### src/rtl/apb_demux_ctrl.sv
// -----------------------------------------------------------------------------
// apb_demux_ctrl
//
// Registered APB demultiplexer. One upstream APB completer port is decoded
// against per-slave base/mask windows. The transfer is then replayed on one of
// SLAVE_COUNT downstream APB requester ports with a full SETUP/ACCESS sequence.
// Read data and error from the selected slave are returned upstream as a
// single-cycle response.
//
// The block answers on its own with an error response for:
//   - addresses that match no window;
//   - slaves that hold PREADY low for TIMEOUT ACCESS cycles (0 disables this).
//
// Ports
//   clk_i, rst_i             clock; asynchronous active-high reset
//   s_psel_i .. s_pwdata_i   upstream request (s_penable_i is not used)
//   s_pready_o               one-cycle completion pulse per transfer
//   s_prdata_o, s_pslverr_o  response, valid only while s_pready_o is high,
//                            zero at all other times
//   m_psel_o                 downstream selects, one-hot or zero
//   m_penable_o              shared downstream enable
//   m_paddr_o, m_pwrite_o,   broadcast request fields; they keep the value of
//   m_pwdata_o               the last transfer between transfers
//   m_pready_i, m_prdata_i,  per-slave responses; m_prdata_i is packed with
//   m_pslverr_i              slave k at [k*DATA_WIDTH +: DATA_WIDTH]
// -----------------------------------------------------------------------------
module apb_demux_ctrl #(
  parameter int SLAVE_COUNT = 3,
  parameter int ADDR_WIDTH  = 32,
  parameter int DATA_WIDTH  = 32,
  parameter logic [SLAVE_COUNT*ADDR_WIDTH-1:0] SLAVE_BASE =
    {32'h0000_2000, 32'h0000_1000, 32'h0000_0000},
  parameter logic [SLAVE_COUNT*ADDR_WIDTH-1:0] SLAVE_MASK =
    {3{32'hFFFF_F000}},
  parameter int TIMEOUT     = 16
) (
  input  logic                              clk_i,
  input  logic                              rst_i,
  // upstream completer port
  input  logic                              s_psel_i,
  input  logic                              s_penable_i,
  input  logic [ADDR_WIDTH-1:0]             s_paddr_i,
  input  logic                              s_pwrite_i,
  input  logic [DATA_WIDTH-1:0]             s_pwdata_i,
  output logic                              s_pready_o,
  output logic [DATA_WIDTH-1:0]             s_prdata_o,
  output logic                              s_pslverr_o,
  // downstream requester ports
  output logic [SLAVE_COUNT-1:0]            m_psel_o,
  output logic                              m_penable_o,
  output logic [ADDR_WIDTH-1:0]             m_paddr_o,
  output logic                              m_pwrite_o,
  output logic [DATA_WIDTH-1:0]             m_pwdata_o,
  input  logic [SLAVE_COUNT-1:0]            m_pready_i,
  input  logic [SLAVE_COUNT*DATA_WIDTH-1:0] m_prdata_i,
  input  logic [SLAVE_COUNT-1:0]            m_pslverr_i
);

  localparam int IDX_W     = (SLAVE_COUNT > 1) ? $clog2(SLAVE_COUNT) : 1;
  // The per-slave response arrays are padded to a power of two so that every
  // value of the index register addresses a defined (zero) entry.
  localparam int PAD_COUNT = 1 << IDX_W;
  localparam int CNT_W     = (TIMEOUT > 0) ? $clog2(TIMEOUT + 1) : 1;
  localparam logic [CNT_W-1:0] TIMEOUT_CNT = CNT_W'(TIMEOUT);

  typedef enum logic [1:0] {
    IDLE,
    SETUP,
    ACCESS,
    RESP
  } state_t;

  state_t                  state_reg;
  logic [IDX_W-1:0]        sel_idx_reg;
  logic [CNT_W-1:0]        count_reg;
  logic [CNT_W-1:0]        count_next;
  logic [SLAVE_COUNT-1:0]  m_psel_reg;
  logic                    m_penable_reg;
  logic [ADDR_WIDTH-1:0]   m_paddr_reg;
  logic                    m_pwrite_reg;
  logic [DATA_WIDTH-1:0]   m_pwdata_reg;
  logic                    s_pready_reg;
  logic [DATA_WIDTH-1:0]   s_prdata_reg;
  logic                    s_pslverr_reg;

  // Upstream PENABLE carries no information for this block: the request is
  // taken on PSEL alone and the master holds it stable until PREADY.
  logic unused_penable;
  assign unused_penable = s_penable_i;

  // ---------------------------------------------------------------------------
  // Address decode
  // ---------------------------------------------------------------------------
  logic [SLAVE_COUNT-1:0] hit_vec;
  logic [IDX_W-1:0]       hit_idx;
  logic                   hit_any;
  logic [SLAVE_COUNT-1:0] hit_onehot;

  genvar gi;
  generate
    for (gi = 0; gi < SLAVE_COUNT; gi++) begin : g_decode
      assign hit_vec[gi] =
        (s_paddr_i & SLAVE_MASK[gi*ADDR_WIDTH +: ADDR_WIDTH]) ==
        SLAVE_BASE[gi*ADDR_WIDTH +: ADDR_WIDTH];
    end
  endgenerate

  // Scan from the top down so the lowest hitting index is the one that sticks
  // when windows overlap.
  always_comb begin
    hit_idx = '0;
    hit_any = 1'b0;
    for (int k = SLAVE_COUNT - 1; k >= 0; k--) begin
      if (hit_vec[k]) begin
        hit_idx = IDX_W'(k);
        hit_any = 1'b1;
      end
    end
  end

  assign hit_onehot = SLAVE_COUNT'(1) << hit_idx;

  // ---------------------------------------------------------------------------
  // Per-slave response unpacking and selection
  // ---------------------------------------------------------------------------
  logic [DATA_WIDTH-1:0] slave_rdata [PAD_COUNT];
  logic [PAD_COUNT-1:0]  slave_ready;
  logic [PAD_COUNT-1:0]  slave_err;

  generate
    for (gi = 0; gi < PAD_COUNT; gi++) begin : g_unpack
      if (gi < SLAVE_COUNT) begin : g_real
        assign slave_rdata[gi] = m_prdata_i[gi*DATA_WIDTH +: DATA_WIDTH];
        assign slave_ready[gi] = m_pready_i[gi];
        assign slave_err[gi]   = m_pslverr_i[gi];
      end else begin : g_pad
        assign slave_rdata[gi] = '0;
        assign slave_ready[gi] = 1'b0;
        assign slave_err[gi]   = 1'b0;
      end
    end
  endgenerate

  // Only the latched slave is looked at; PREADY from the others is ignored.
  logic                  sel_ready;
  logic                  sel_err;
  logic [DATA_WIDTH-1:0] sel_rdata;

  assign sel_ready = slave_ready[sel_idx_reg];
  assign sel_err   = slave_err[sel_idx_reg];
  assign sel_rdata = slave_rdata[sel_idx_reg];

  // ---------------------------------------------------------------------------
  // ACCESS-phase timeout
  // ---------------------------------------------------------------------------
  // count_reg holds the number of completed ACCESS cycles without ready. The
  // abort fires at the end of the cycle that brings the count to TIMEOUT, so
  // ACCESS lasts exactly TIMEOUT cycles.
  logic timeout_hit;

  assign count_next  = count_reg + CNT_W'(1);
  assign timeout_hit = (TIMEOUT != 0) && (count_next == TIMEOUT_CNT);

  // ---------------------------------------------------------------------------
  // Transfer FSM, all outputs registered
  // ---------------------------------------------------------------------------
  always_ff @(posedge clk_i or posedge rst_i) begin
    if (rst_i) begin
      state_reg     <= IDLE;
      sel_idx_reg   <= '0;
      count_reg     <= '0;
      m_psel_reg    <= '0;
      m_penable_reg <= 1'b0;
      m_paddr_reg   <= '0;
      m_pwrite_reg  <= 1'b0;
      m_pwdata_reg  <= '0;
      s_pready_reg  <= 1'b0;
      s_prdata_reg  <= '0;
      s_pslverr_reg <= 1'b0;
    end else begin
      // The response is a one-cycle pulse; everything clears unless the
      // branch below loads a new response.
      s_pready_reg  <= 1'b0;
      s_prdata_reg  <= '0;
      s_pslverr_reg <= 1'b0;

      case (state_reg)
        IDLE: begin
          if (s_psel_i) begin
            m_paddr_reg  <= s_paddr_i;
            m_pwrite_reg <= s_pwrite_i;
            m_pwdata_reg <= s_pwdata_i;
            if (hit_any) begin
              sel_idx_reg <= hit_idx;
              m_psel_reg  <= hit_onehot;
              state_reg   <= SETUP;
            end else begin
              // Unmapped address: answer directly, no slave is touched.
              s_pready_reg  <= 1'b1;
              s_pslverr_reg <= 1'b1;
              state_reg     <= RESP;
            end
          end
        end

        SETUP: begin
          m_penable_reg <= 1'b1;
          count_reg     <= '0;
          state_reg     <= ACCESS;
        end

        ACCESS: begin
          if (sel_ready) begin
            m_psel_reg    <= '0;
            m_penable_reg <= 1'b0;
            s_pready_reg  <= 1'b1;
            // Write responses carry no data, whatever the slave drives.
            s_prdata_reg  <= m_pwrite_reg ? '0 : sel_rdata;
            s_pslverr_reg <= sel_err;
            state_reg     <= RESP;
          end else if (timeout_hit) begin
            m_psel_reg    <= '0;
            m_penable_reg <= 1'b0;
            s_pready_reg  <= 1'b1;
            s_pslverr_reg <= 1'b1;
            count_reg     <= count_next;
            state_reg     <= RESP;
          end else if (TIMEOUT != 0) begin
            count_reg <= count_next;
          end
        end

        RESP: begin
          // s_pready_o is high during this cycle; the next request can be
          // sampled in the IDLE cycle that follows.
          state_reg <= IDLE;
        end

        default: begin
          state_reg <= IDLE;
        end
      endcase
    end
  end

  assign m_psel_o    = m_psel_reg;
  assign m_penable_o = m_penable_reg;
  assign m_paddr_o   = m_paddr_reg;
  assign m_pwrite_o  = m_pwrite_reg;
  assign m_pwdata_o  = m_pwdata_reg;
  assign s_pready_o  = s_pready_reg;
  assign s_prdata_o  = s_prdata_reg;
  assign s_pslverr_o = s_pslverr_reg;

  // Structural invariants of the downstream and upstream handshakes.
  a_psel_onehot0 : assert property (
    @(posedge clk_i) disable iff (rst_i) $onehot0(m_psel_reg));
  a_pready_pulse : assert property (
    @(posedge clk_i) disable iff (rst_i) s_pready_reg |=> !s_pready_reg);

endmodule

### config.mk
export PLATFORM = sky130hd
export DESIGN_NAME = apb_demux_ctrl
export DESIGN_NICKNAME = d
export VERILOG_FILES = /design/src/rtl/apb_demux_ctrl.sv
export SDC_FILE = /design/constraint.sdc
export NUM_CORES = 1
export LEC_CHECK = 0
export CAP_MARGIN = 0
export CORE_MARGIN = 2
export CORE_UTILIZATION = 42
export DETAILED_ROUTE_END_ITERATION = 12
export PLACE_DENSITY = 0.93
export SETUP_SLACK_MARGIN = 0.5
export SLEW_MARGIN = 20
export SYNTH_ARGS = -nofsm -noshare
export SYNTH_HDL_FRONTEND = slang
export SYNTH_SLANG_ARGS = --single-unit
### constraint.sdc
create_clock -name clk_i -period 6.5 [get_ports clk_i]
set_input_delay 0.975 -clock clk_i [delete_from_list [all_inputs] [get_ports clk_i]]
set_output_delay 0.975 -clock clk_i [all_outputs]
set_load 0.01 [all_outputs]
==> impl_metrics.toml <==
[critical_path]
critical-path-max-stage-delay_ps = 570
worstReg2RegStart = "sel_idx_reg[1]$_DFFE_PP0P_"
reg2reg_slack_ps = 4010
crit_path_cell_trace = "clkdlybuf4s50_1 -> nand2_2 -> buf_4 -> mux2_2"
end_kind = "register"
timing.rr.end = "s_prdata_o[0]$_DFF_PP0_"
worst_ep_arrival_time_ps = 2950
worst-setup-path-type = "input pin to register"
cpMaxStageDelayCell = "buf_4"
rr_worst_depth = 5
path_max_fanout = 43
worstSetupStartpointType = "input pin"
required_ps = 6720

[sta]
clock.fmax_mhz = 366
maxSlewViolCount = 0
finalCritPeriodShare_pct = 42.0
min_period_ps = 2730
relSlewSlack_pct = 28.4
final.setup.tns_ps = 0
hold_viol_final = 0
skew_ps = 5.11
setup_viol = 0
tightest_slew_ps = 1070
setup_slack_ps = 3770
grt_setup_unrepaired = "no"

[yosys]
ys_seq_area_share_pct = 57.1
syn_area_per_cell_sq_um = 12.1
synth-seq-cells = 112
syn_nets = 582
ys_warn_count = 0
synth_edf_count = 0
synth-async-reset-ratio_pct = 100
synth_cells = 407
synth_top_flop_cell = "dfrtp_1"
synthDistinctLibCells = 38
netlist_area_sq_um = 4910

[placement]
pre_cts_ws_ps = 3400
io_buffers = 272
dpl_cell_area_sq_um = 7760
hpwl_microns = 10700
gp_congestion = 0.913

[floorplanning]
dieArea_sq_um = 12600
ioPinCount = 274
die_y_microns = 112
initial_utilization_pct = 43.0
die_w_microns = 112
fp-row-count = 39
coreArea_sq_um = 11400

[cts]
ctsResizeCount = 0
cts_tree = "yes"
clock_latency_ps = 340
post_cts.repair.setup_buffers = 0
clock-sinks = 112
clk_pin_slew_worst_paths_ps = 70
cts_made_buffers = 9
cts_buffer_depth = 2
ctsHoldBuffers = 0
h-tree-depth = 3
cts_root_buffer = "clkbuf_16"

[power]
p_per_area_nw_per_um2 = 358
power_leakage_uw = 0.00363
ir_drop_uv = 230
p_total_uw = 2890

[layout]
finalInstanceArea_sq_um = 8070
layout-drive-gt1-share_pct = 11.4
fin_util_pct = 70.7
final_nets = 847
antennaDiodeCount = 0
syn_to_final_growth_pct = 64.5

[route]
viasPerCell = 5.02
wl_microns = 13700
first_pass_iters = 4
first_iter_violations = 193
drc_errors = 0
postRouteAntennaNets = 0
wire_per_inst_microns = 16.8
vias = 4119

[hold_path]
hp-start = "m_pwdata_o[26]$_DFFE_PP0P_"
worstHoldEndpoint = "m_pwdata_o[26]$_DFFE_PP0P_"
hold_depth = 1
hold_path.class = "register to register"

[job]
maxCapViolCount = 0

[global_routing]
grt_pass1_wl_microns = 21900
grt_antenna_before_repair = 0
grt_usage_pct = 22.0
grt_max_degree = 74
grt_pass1_vias = 4364
grt_overflow = 0

[outcome]
status = "finished clean"
[how the worst max path moves through the flow]
stage                         from                        end  cells past startpoint
after floorplan              rst_i   count_reg[0]$_DFFE_PP0P_                      1
after global placement    s_psel_i  m_paddr_o[23]$_DFFE_PP0P_                      4
after detailed placement  s_psel_i  m_paddr_o[22]$_DFFE_PP0P_                      4
after CTS                 s_psel_i  m_paddr_o[22]$_DFFE_PP0P_                      4
after global routing      s_psel_i  m_paddr_o[22]$_DFFE_PP0P_                      4
final                     s_psel_i  m_paddr_o[16]$_DFFE_PP0P_                      4
[logic make-up after synthesis]
kind of cell | share of synthesized area, %
compound gates | 6.96
xor+xnor | 0.536
fa+ha+maj | 1.02
buf+inv | 2.47
flops | 57.1
mux | 22.8
simple gates | 9.10
[layer usage]
layer | vias to the layer above | share of wire, % | track usage, %
li1 | 1943 | - | -
met1 | 1979 | 37 | 24.8
met2 | 170 | 53 | 40.1
met3 | 27 | 7.7 | 5.56
met4 | 0 | 2.4 | 8.46
met5 | - | 0 | 0
[worst max-delay path: cells and delay by family]
kind	cells	cell delay, ps
buf+inv	2	1060
simple gates	1	490
mux	1	410
[synthesized netlist by cell type, drive strengths merged (2+ instances only)]
library cell,number,area (sq um)
dfrtp,112,2800
mux2,69,777
nor2,68,255
a21oi,34,170
mux2i,34,340
buf,12,53.8
nand2,12,45.0
clkbuf,11,41.3
o21ai,9,45.0
inv,7,26.3
ha,4,50.1
nand3,3,15.0
nand3b,3,22.5
nor4,3,25.0
xor2,3,26.3
nand4b,2,17.5
nor4b,2,17.5
o22ai,2,12.5
[per-stage QoR]
stage,cells,hold WS (ps)
5_1_grt,820,515
2_1_floorplan,407,491
3_3_place_gp,804,474
3_5_place_dp,804,483
6_report,820,491
4_1_cts,820,499
[where the power goes]
group	total, uW	internal, uW	switching, uW
registers	1090	961	129
clock network	574	337	237
logic	1230	750	475
[layout by cell type, fill, tap and decap left out, drive strengths merged, types with 3 or more instances in the layout]
cell type,instances
nand2,12
o21ai,9
clkdlybuf4s50,272
dfrtp,112
clkinv,4
mux2,69
a21oi,34
nand3b,3
inv,7
buf,5
clkbuf,10
mux2i,34
nor4,3
ha,4
xor2,3
nand3,3
nor2,68
[cell type report]
type                            instances  area (sq um)
Multi-Input combinational cell        265          1990
Clock buffer                           10           229
Tap cell                              143           179
Clock inverter                          6          83.8
Fill cell                             811          3350
Timing Repair Buffer                  277          2760
Sequential cell                       112          2800
Inverter                                7          28.8
Power figures use the tool's default switching activity.
==> patch: new RTL, same settings <==
Encoding of `state_t`: now Gray code (2 bits for 4 states).
--- a/src/rtl/apb_demux_ctrl.sv
+++ b/src/rtl/apb_demux_ctrl.sv
@@ -64,10 +64,10 @@
   localparam logic [CNT_W-1:0] TIMEOUT_CNT = CNT_W'(TIMEOUT);
 
   typedef enum logic [1:0] {
-    IDLE,
-    SETUP,
-    ACCESS,
-    RESP
+    IDLE   = 2'b00,
+    SETUP  = 2'b01,
+    ACCESS = 2'b11,
+    RESP   = 2'b10
   } state_t;
 
   state_t                  state_reg;
Check against the original RTL: same outputs for any inputs over 4 cycles, from zero or initial values and one cycle with rst_i high; so few cycles prove little.
==> patch against the unedited design <==
- largest power group is now registers
- global-route usage increased by 0.13 points
- design area up 0.45%
- sequential share of layout area shrank 0.16 points
- power shrank 9.1%
- sequential cell count unchanged
- register-to-register slack gained 130 ps
- clock power hardly changed
- setup slack better by 76 ps
- wire length up 1.9%
- fmax rose by 2.9%
- worst hold slack improved by 5.7 ps
- area after synthesis grew 1.1%
==> patch: results (changes against the unedited design) <==
- Synth top area cells: dfrtp_1 (57%), mux2_2 (15%), mux2i_1 (7.1%)
- Register area share after synthesis: 0.565 (-0.00605)
- DR iter-0 viols: 220 (+14%)
- Hold path start: m_psel_o[1]
- Clk root buf: clkbuf_16
- Met2 GRT Util: 0.389 (-0.0124)
- Via count: 4213 (+2.3%)
- Post-Syn Instances: 412 (+1.2%)
- Share of post-route cells with drive strength above 1: 0.150 (+0.0360)
- Worst-path fanout max: 7 (-84%)
- First-pass GRT wire length: 22000 µm (+0.47%)
- Worst Setup SP: s_paddr_i[29]
- Distinct cells, synth: 39 (+2.6%)
- Synthesized net count: 588 (+1.0%)
- CTS Sinks: 112 (unchanged)
- Fraction of area in multi-input gates: 0.249 (+0.00322)
- Max stage delay on crit path: 440 ps (-130 ps)
- Peak VDD IR: 328 µV (+42%)
- Multi-input gates: 268 (+1.1%)
- Met3 WL: 1200 µm (+13%)
- Met1 Use GR: 0.243 (-0.00528)
- Inverters: 8 (+1)
- Final clock skew: 10.5 ps (+5.40 ps)
- Vias in the first global route: 4353 (-0.25%)
- WL met2: 7120 µm (-1.4%)
- Post-synth top cells: dfrtp_1 (112), nor2_1 (67), mux2_2 (66)
- Leak: 3.33 nW (-8.3%)
- Fin cells: 824 (+0.49%)
- Post-DP Area: 0.00780 mm² (+0.50%)
- Post-DP HPWL: 10700 µm (+0.60%)
- Postcts setup bufs: 0 (unchanged)
- Status: finished clean
- GR Util met3: 0.0718 (+0.0162)
- Port-buffer cells: 272 (unchanged)
- Fraction of area in registers: 0.346 (-0.00155)
- CP delay by family, top: simple AND/OR/NAND/NOR gates
- Slowest stage cell, crit path: clkdlybuf4s50_1
- Filler Cells Inserted: 777 (-4.2%)
- Initial antenna violation count: 0 (unchanged)
- Wire length per cell: 17.0 µm (+1.4%)
- Largest net degree at the start of global routing: 66 (-11%)
- Placed Instances: 808 (+0.50%)
- Buffering overhead: 0.340 (-0.00153)
- Clock network area share: 0.0383 (-0.000482)
- CP arrival: 2890 ps (-60 ps)
- GRT Total Usage: 0.221 (+0.00130)
- DRT met1 WL: 5140 µm (+0.25%)
- Placer Congestion: 0.854 (-6.4%)
- Layout Nets: 852 (+0.59%)
- Pre-CTS setup slack: 3550 ps (+151 ps)
- Slew HR: 0.305 (+0.0217)
-- patch: cell families (layout without fill, tap and decap cells) --
logic type,after synthesis,in the layout,synth area share
mux,104,104,0.228
simple gates,99,99,0.0906
flops,112,112,0.565
compound gates,57,57,0.0704
fa+ha+maj,5,5,0.0126
xor+xnor,3,3,0.00530
buf+inv,32,301,0.0280
-- patch: power breakdown --
| part | internal [mW] | switching [mW] | total, mW |
|---|---|---|---|
| registers | 0.914 | 0.112 | 1.03 |
| logic | 0.658 | 0.370 | 1.03 |
| clock network | 0.307 | 0.266 | 0.573 |
| total | 1.88 | 0.747 | 2.63 |
-- patch: worst paths after layout --
| path | slack [ps] | depth (start not counted) | endpoint |
|---|---|---|---|
| max | 3840 | 6 | sel_idx_reg[0] |
| min reg2reg | 500 | 1 | m_psel_o[1] |
| max in group asynchronous | 4200 | 3 | sel_idx_reg[1] |
| min in group asynchronous | 1050 | 2 | m_pwdata_o[30] |
| max reg2reg | 4140 | 4 | state_reg[0] |
| min | 500 | 1 | m_psel_o[1] |
